**src/rtl/unified_mem_arbiter_if.sv**
```systemverilog
// Requester and memory buses of the shared
// instruction/data memory arbiter.
interface unified_mem_arbiter_if #(
   parameter int AW = 16,
   parameter int DW = 16
);
   logic          if_req;
   logic [AW-1:0] if_addr;
   logic [DW-1:0] if_rdata;
   logic          if_ack;
   logic          dm_req;
   logic          dm_we;
   logic [AW-1:0] dm_addr;
   logic [DW-1:0] dm_wdata;
   logic [DW-1:0] dm_rdata;
   logic          dm_ack;
   logic          mem_en;
   logic          mem_we;
   logic [AW-1:0] mem_addr;
   logic [DW-1:0] mem_wdata;
   logic [DW-1:0] mem_rdata;

   modport slave (
      input  if_req, if_addr,
      input  dm_req, dm_we, dm_addr, dm_wdata,
      input  mem_rdata,
      output if_rdata, if_ack,
      output dm_rdata, dm_ack,
      output mem_en, mem_we, mem_addr, mem_wdata
   );

   modport master (
      output if_req, if_addr,
      output dm_req, dm_we, dm_addr, dm_wdata,
      output mem_rdata,
      input  if_rdata, if_ack,
      input  dm_rdata, dm_ack,
      input  mem_en, mem_we, mem_addr, mem_wdata
   );
endinterface

```
**src/rtl/unified_mem_arbiter.sv**
```systemverilog
// Arbitrates IF fetch and MEM load/store onto one
// fixed-latency single-port memory; data wins, fetch never starves.
module unified_mem_arbiter #(
   parameter int AW      = 16,
   parameter int DW      = 16,
   parameter int MEM_LAT = 2
) (
   input  logic                 clk,
   input  logic                 rst,
   unified_mem_arbiter_if.slave bus,
   output logic                 stop,
   output logic                 owner
);
   localparam logic [1:0] IDLE  = 2'd0;
   localparam logic [1:0] ISSUE = 2'd1;
   localparam logic [1:0] WAIT  = 2'd2;
   localparam logic [1:0] DONE  = 2'd3;

   localparam logic [3:0] LAT = 4'(MEM_LAT);

   logic [1:0]    state;
   logic [3:0]    cnt;
   logic          starve;
   logic          open_q;
   logic          if_v;
   logic          dm_v;
   logic          gnt_if;
   logic          gnt_dm;
   logic [AW-1:0] nxt_addr;
   logic [DW-1:0] nxt_wdata;

   // In DONE the side being acked is masked; its req drops next cycle.
   always_comb begin
      open_q    = (state == IDLE) | (state == DONE);
      if_v      = bus.if_req & ~((state == DONE) & ~owner);
      dm_v      = bus.dm_req & ~((state == DONE) & owner);
      gnt_if    = open_q & if_v & (starve | ~dm_v);
      gnt_dm    = open_q & dm_v & ~gnt_if;
      nxt_addr  = gnt_dm ? bus.dm_addr : bus.if_addr;
      nxt_wdata = gnt_dm ? bus.dm_wdata : '0;
   end

   always_ff @(posedge clk or negedge rst) begin
      if (!rst) begin
         state         <= IDLE;
         cnt           <= '0;
         starve        <= 1'b0;
         owner         <= 1'b0;
         bus.if_ack    <= 1'b0;
         bus.dm_ack    <= 1'b0;
         bus.if_rdata  <= '0;
         bus.dm_rdata  <= '0;
         bus.mem_en    <= 1'b0;
         bus.mem_we    <= 1'b0;
         bus.mem_addr  <= '0;
         bus.mem_wdata <= '0;
      end else begin
         bus.if_ack <= 1'b0;
         bus.dm_ack <= 1'b0;
         bus.mem_en <= 1'b0;
         unique case (state)
            IDLE, DONE: begin
               if (gnt_if | gnt_dm) begin
                  state         <= ISSUE;
                  owner         <= gnt_dm;
                  bus.mem_en    <= 1'b1;
                  bus.mem_we    <= gnt_dm & bus.dm_we;
                  bus.mem_addr  <= nxt_addr;
                  bus.mem_wdata <= nxt_wdata;
                  if (gnt_if)
                     starve <= 1'b0;
                  else if (if_v)
                     starve <= 1'b1;
               end else begin
                  state <= IDLE;
               end
            end
            ISSUE: begin
               cnt   <= LAT;
               state <= WAIT;
            end
            WAIT: begin
               cnt <= cnt - 4'd1;
               if (cnt == 4'd1) begin
                  state <= DONE;
                  if (owner) begin
                     bus.dm_ack <= 1'b1;
                     if (!bus.mem_we)
                        bus.dm_rdata <= bus.mem_rdata;
                  end else begin
                     bus.if_ack   <= 1'b1;
                     bus.if_rdata <= bus.mem_rdata;
                  end
               end
            end
            default: state <= IDLE;
         endcase
      end
   end

   assign stop = (bus.if_req & ~bus.if_ack)
               | (bus.dm_req & ~bus.dm_ack);
endmodule

```
**src/flat_wrapper.sv**
```systemverilog
// flat-port wrapper written by rule: the top's interface ports become plain ports
module unified_mem_arbiter_flat 
#(
   parameter int AW      = 16,
   parameter int DW      = 16,
   parameter int MEM_LAT = 2
)
  (clk, rst, stop, owner, bus_if_req, bus_if_addr, bus_dm_req, bus_dm_we, bus_dm_addr, bus_dm_wdata, bus_mem_rdata, bus_if_rdata, bus_if_ack, bus_dm_rdata, bus_dm_ack, bus_mem_en, bus_mem_we, bus_mem_addr, bus_mem_wdata);
  unified_mem_arbiter_if #(.AW(AW), .DW(DW)) bus_i ();
  input  logic clk;
  input  logic rst;
  output logic stop;
  output logic owner;
  input wire logic [$bits(bus_i.if_req)-1:0] bus_if_req;
  input wire logic [$bits(bus_i.if_addr)-1:0] bus_if_addr;
  input wire logic [$bits(bus_i.dm_req)-1:0] bus_dm_req;
  input wire logic [$bits(bus_i.dm_we)-1:0] bus_dm_we;
  input wire logic [$bits(bus_i.dm_addr)-1:0] bus_dm_addr;
  input wire logic [$bits(bus_i.dm_wdata)-1:0] bus_dm_wdata;
  input wire logic [$bits(bus_i.mem_rdata)-1:0] bus_mem_rdata;
  output wire logic [$bits(bus_i.if_rdata)-1:0] bus_if_rdata;
  output wire logic [$bits(bus_i.if_ack)-1:0] bus_if_ack;
  output wire logic [$bits(bus_i.dm_rdata)-1:0] bus_dm_rdata;
  output wire logic [$bits(bus_i.dm_ack)-1:0] bus_dm_ack;
  output wire logic [$bits(bus_i.mem_en)-1:0] bus_mem_en;
  output wire logic [$bits(bus_i.mem_we)-1:0] bus_mem_we;
  output wire logic [$bits(bus_i.mem_addr)-1:0] bus_mem_addr;
  output wire logic [$bits(bus_i.mem_wdata)-1:0] bus_mem_wdata;
  assign bus_i.if_req = bus_if_req;
  assign bus_i.if_addr = bus_if_addr;
  assign bus_i.dm_req = bus_dm_req;
  assign bus_i.dm_we = bus_dm_we;
  assign bus_i.dm_addr = bus_dm_addr;
  assign bus_i.dm_wdata = bus_dm_wdata;
  assign bus_i.mem_rdata = bus_mem_rdata;
  assign bus_if_rdata = bus_i.if_rdata;
  assign bus_if_ack = bus_i.if_ack;
  assign bus_dm_rdata = bus_i.dm_rdata;
  assign bus_dm_ack = bus_i.dm_ack;
  assign bus_mem_en = bus_i.mem_en;
  assign bus_mem_we = bus_i.mem_we;
  assign bus_mem_addr = bus_i.mem_addr;
  assign bus_mem_wdata = bus_i.mem_wdata;
  unified_mem_arbiter #(.AW(AW), .DW(DW), .MEM_LAT(MEM_LAT)) u_core (.clk(clk), .rst(rst), .bus(bus_i), .stop(stop), .owner(owner));
endmodule
```
**config.mk**
```make
export PLATFORM = sky130hd
export DESIGN_NAME = unified_mem_arbiter_flat
export DESIGN_NICKNAME = d
export VERILOG_FILES = /design/src/rtl/unified_mem_arbiter_if.sv /design/src/rtl/unified_mem_arbiter.sv /design/src/flat_wrapper.sv
export SDC_FILE = /design/constraint.sdc
export NUM_CORES = 1
export LEC_CHECK = 0
export CAP_MARGIN = 20
export CORE_MARGIN = 4
export CORE_UTILIZATION = 36
export CTS_BUF_LIST = sky130_fd_sc_hd__clkbuf_4 sky130_fd_sc_hd__clkbuf_8
export CTS_CLUSTER_SIZE = 28
export DETAILED_ROUTE_END_ITERATION = 8
export HOLD_SLACK_MARGIN = 0.15
export PLACE_DENSITY = 0.77
export SYNTH_ARGS = -nofsm -noshare
export SYNTH_HDL_FRONTEND = slang
export SYNTH_SLANG_ARGS = --single-unit
```
**constraint.sdc**
```tcl
create_clock -name clk -period 6.2 [get_ports clk]
set_clock_uncertainty 0.05 [all_clocks]
set_input_delay 0.62 -clock clk [delete_from_list [all_inputs] [get_ports clk]]
set_output_delay 0.62 -clock clk [all_outputs]
set_load 0.01 [all_outputs]
```
### Word level (Yosys, flattened, before mapping)

Index checks and enable logic that the tools add are counted.

* register bits after elaboration: 76
* bits of input ports: 69
* output and inout bits: 70
* word-level logic and storage cells: 65

* add/subtract/negate cells: 1
* eq/ne operators: 5
* mux-type cells: 16
* bitwise gates (word level): 23
* reductions and logical operators: 8

Operators by type and width (count)
* $mux W16: 2
* $and A1 B1 Y1: 11
* $mux W1: 11
* $not A1 Y1: 8
* $pmux W4 S2: 1
* $pmux W2 S3: 1
* $reduce_and A3 Y1: 2
* $eq A2 B2 Y1 const B: 2
* $eq A4 B1 Y1 const B: 1
* $or A1 B1 Y1: 4
* $reduce_and A4 Y1: 1
* $reduce_bool A2 Y1: 2
* $sub A4 B1 Y4 const B: 1
* $eq A2 B1 Y1 const B: 1
* $logic_not A2 Y1: 1
* $mux W2: 1
* $ne A2 B1 Y1 const B: 1
* $reduce_and A2 Y1: 1
* $reduce_or A2 Y1: 1

### Depth between registers and ports, before layout

* depth in word-level cells: 12
* mapped depth: 7
* depth with buffers taken out: 6

### Least setup slack after synthesis

OpenSTA, ideal clock, no wires.

* path kind: input -> register
* start: in bus_if_req
* end: reg u_core.bus.mem_addr[10]
* library setup time: 125 ps
* arrival time: 1843 ps
* data required time: 6025 ps
* slack: 4182 ps
* cell stages on the path: 5
* path buffers: 1
* cell sequence: nand2_1 > o2111ai_2 > buf_2 > mux2_2 > mux2_2

* word-level cells in the longest chain between the ends: 7
* elaborated cells between the ends (all ways): 8
* classes of those cells: 1 x mux; 6 x bitwise; 1 x reduce/logical

RTL lines
* from (decl): RTL line flat_wrapper.sv:14 `input wire logic [$bits(bus_i.if_req)-1:0] bus_if_req;`
* $and A1 B1 Y1 (*): RTL line unified_mem_arbiter.sv:35 `if_v = bus.if_req & ~((state == DONE) & ~owner);`
* $and A1 B1 Y1 (*) (2 in series): RTL line unified_mem_arbiter.sv:37 `gnt_if = open_q & if_v & (starve | ~dm_v);`
* $not A1 Y1: RTL line unified_mem_arbiter.sv:38 `gnt_dm = open_q & dm_v & ~gnt_if;`
* $and A1 B1 Y1: RTL line unified_mem_arbiter.sv:38
* $or A1 B1 Y1: RTL line unified_mem_arbiter.sv:63 `if (gnt_if | gnt_dm) begin`
* $reduce_and A2 Y1 (no line)
* to (signal assigned): RTL line unified_mem_arbiter.sv:68 `bus.mem_addr <= nxt_addr;`
* to (decl): RTL line unified_mem_arbiter_if.sv:29 `output mem_en, mem_we, mem_addr, mem_wdata`

Every way passes the cells marked *; elsewhere a longest branch is shown, timed or not.
A chain may end at the register's enable or synchronous reset.

### Worst setup path after layout

* start: in bus_if_req
* end: out stop

* word-level cells in the longest chain between the ends: 2

RTL lines
* $and A1 B1 Y1: RTL line unified_mem_arbiter.sv:101 `assign stop = (bus.if_req & ~bus.if_ack)`
* $or A1 B1 Y1: RTL line unified_mem_arbiter.sv:102 `| (bus.dm_req & ~bus.dm_ack);`
* to (decl): RTL line flat_wrapper.sv:12 `output logic stop;`

No other way between the ends.

==> impl_metrics.py <==
metrics = {
    "place": {
        "gp_congestion": 0.704,
        "place_inst": 455,
        "io_buffers": 138,
        "place_hpwl_um": 5350,
        "placed_cell_area_sq_mm": 0.00466,
    },
    "critical_path": {
        "critical_path_required_ps": 5530,
        "criticalPathCategory": "in -> out",
        "worstPathArrival_ps": 1930,
        "worstSetupEndpointType": "primary output",
        "critical_path.max_fanout": 3,
        "worstSetupStartpointType": "input port",
    },
    "pwr": {
        "ir_worst_vdd_mv": 0.209,
        "power_density_mw_per_mm2": 500,
        "p_comb_frac": 0.502,
        "swShare": 0.330,
        "p_seq_frac": 0.362,
        "p_int_w": 0.00162,
        "pwr-share-clk": 0.136,
        "p_leak_nw": 2.05,
        "p_sw_w": 0.000797,
    },
    "floorplanning": {
        "die-area_sq_mm": 0.0104,
        "io_pins": 139,
        "start_util": 0.368,
        "rows": 34,
        "die_x_um": 102,
        "die_y_um": 102,
        "core_sq_mm": 0.00868,
    },
    "synthesis": {
        "synth.distinct_cells": 34,
        "seq_area_frac_synth": 0.596,
        "ys_ff_latch": 76,
        "yosysWarnings": 0,
        "syn_nets": 290,
        "netlist_area_sq_mm": 0.00319,
        "synthCells": 217,
        "syn_area_per_cell_sq_um": 14.7,
    },
    "timing": {
        "fin_crit_sh": 0.420,
        "tightest_slew_ps": 955,
        "whs_ps": 382,
        "maxSlewViolCount": 0,
        "max_freq_mhz": 384,
        "final.setup.tns_ps": 0,
        "period_needed_ps": 2600,
        "relSlewSlack": 0.363,
        "finalSetupViolCount": 0,
        "rsz0062_at_grt": "false",
        "hold_viol": 0,
    },
    "routing": {
        "wl_per_cell_um": 15.9,
        "vias_per_cell": 4.85,
        "drc": 0,
        "via_count": 2280,
        "final_antenna_net_count": 0,
        "drt_iter0_markers": 21,
        "routed_wl_um": 7460,
        "firstDrtPassIters": 4,
    },
    "final_layout": {
        "syn_to_final_growth_pct": 51.1,
        "final_cell_mix": "137 x clkdlybuf4s50_1, 76 x dfrtp_1, 54 x mux2_2",
        "design_area_sq_mm": 0.00483,
        "num_antenna_cells": 0,
        "layout-drive-gt1-share": 0.246,
        "layout_commonest_cell": "clkdlybuf4s50_1",
        "finalNonFillerCells": 470,
        "fin_nets": 431,
        "fillers": 762,
    },
    "clocking": {
        "cts_tree": "built",
        "cts_root_buf": "clkbuf_8",
        "cts_setup_buffers": 0,
        "hold_buffers": 0,
        "cts_made_buffers": 9,
        "h-tree-depth": 3,
        "cts.sinks": 76,
        "clockBufferDepth": 2,
        "clock_latency_ps": 330,
        "clk_transition_reported_paths_ps": 80,
        "cts_resized": 0,
    },
    "global_routing": {
        "antenna_found_initial": 0,
        "grt_max_degree": 77,
        "grt_pass1_wl_um": 11800,
        "grt_pass1_vias": 2478,
        "grt-ovfl-total": 0,
        "grt_use_total": 0.144,
    },
    "job": {
        "maxCapViolCount": 0,
    },
    "hold_path": {
        "hp-class": "in -> async",
    },
    "outcome": {
        "status": "completed",
    },
}
-- final cells by class --
| class | count | area, sq um | share of cell area |
|---|---|---|---|
| Inverter | 8 | 30.0 | 0.00622 |
| Multi-Input combinational cell | 123 | 1190 | 0.248 |
| Clock buffer | 10 | 131 | 0.0272 |
| Timing Repair Buffer | 140 | 1390 | 0.289 |
| Clock inverter | 5 | 38.8 | 0.00804 |
| Tap cell | 108 | 135 | 0.0280 |
| Sequential cell | 76 | 1900 | 0.394 |
-- Yosys cell counts, drive strengths merged --
cell | instances | share of area
a21o | 1 | 0.0024
a21oi | 4 | 0.0063
a22o | 17 | 0.047
and3 | 1 | 0.0024
buf | 7 | 0.017
clkbuf | 3 | 0.0035
dfrtp | 76 | 0.60
ha | 4 | 0.016
inv | 8 | 0.0094
mux2 | 64 | 0.24
nand2 | 8 | 0.010
nand2b | 1 | 0.0020
nand3 | 2 | 0.0031
nor2 | 3 | 0.0035
nor2b | 1 | 0.0020
nor3 | 1 | 0.0031
nor3b | 1 | 0.0024
o2111a | 1 | 0.0035
o2111ai | 1 | 0.0047
o21ai | 6 | 0.0094
o22ai | 1 | 0.0020
o31a | 1 | 0.0031
o32ai | 1 | 0.0027
o41ai | 1 | 0.0027
or2b | 1 | 0.0024
or4 | 1 | 0.0024
or4b | 1 | 0.0043
-- kinds of logic (layout without fill, tap and decap cells) --
| logic type | count (synthesis) | count (layout) | share of synthesized area |
|---|---|---|---|
| flops | 76 | 76 | 0.596 |
| buf+inv | 18 | 163 | 0.0302 |
| mux | 64 | 64 | 0.237 |
| fa+ha+maj | 4 | 4 | 0.0157 |
| compound gates | 34 | 34 | 0.0835 |
| simple gates | 21 | 21 | 0.0376 |
-- layer usage --
| metal | wire, um | global-route usage | vias to the layer above |
|---|---|---|---|
| li1 | - | - | 1066 |
| met1 | 3220 | 0.182 | 1127 |
| met2 | 3590 | 0.233 | 78 |
| met3 | 579 | 0.0478 | 9 |
| met4 | 77 | 0.0484 | 0 |
| met5 | 0 | 0 | - |
-- per-stage QoR --
stage	setup WS, ps	total power, W	util
2_1_floorplan	4180	0.00151	-
3_3_place_gp	3410	0.00207	0.536
6_report	3600	0.00241	0.556
5_1_grt	3530	0.00258	0.556
4_1_cts	3600	0.00245	0.556
3_5_place_dp	3330	0.00211	0.536
-- power by group through the flow --
| stage | Combinational [W] | Sequential, W | Clock (W) |
|---|---|---|---|
| 2_1_floorplan | 0.000540 | 0.000965 | 0 |
| 3_3_place_gp | 0.00119 | 0.000875 | 0 |
| 3_5_place_dp | 0.00123 | 0.000881 | 0 |
| 4_1_cts | 0.00123 | 0.000876 | 0.000341 |
| 5_1_grt | 0.00131 | 0.000907 | 0.000365 |
| 6_report | 0.00121 | 0.000874 | 0.000328 |
-- registers in the layout, summed over array words and instances (netlist names), 2 cells and up --
| signal | flops |
|---|---|
| u_core.cnt | 4 |
| u_core.bus.if_rdata | 16 |
| u_core.bus.mem_wdata | 16 |
| u_core.bus.dm_rdata | 16 |
| u_core.bus.mem_addr | 16 |
| u_core.state | 2 |
-- worst max-delay path, stage by stage --
cell	delay, ps
clkdlybuf4s50_1	500
inv_1	80
o22ai_1	160
clkdlybuf4s50_1	570
-- path summary, 6_finish.rpt --
| check | start | endpoint | slack, ps | depth (start not counted) |
|---|---|---|---|---|
| worst max register to register | u_core.state[0] | u_core.bus.mem_addr[4] | 3730 | 5 |
| worst min-delay path | rst | u_core.bus.mem_addr[14] | 380 | 1 |
| min in group clk | u_core.starve | u_core.starve | 450 | 1 |
| max in group asynchronous | rst | u_core.bus.if_rdata[3] | 5110 | 1 |
| worst min register to register | u_core.starve | u_core.starve | 450 | 1 |
| worst max-delay path | bus_if_req | stop | 3600 | 4 |
Note: power is estimated with default switching activity, not from simulation.
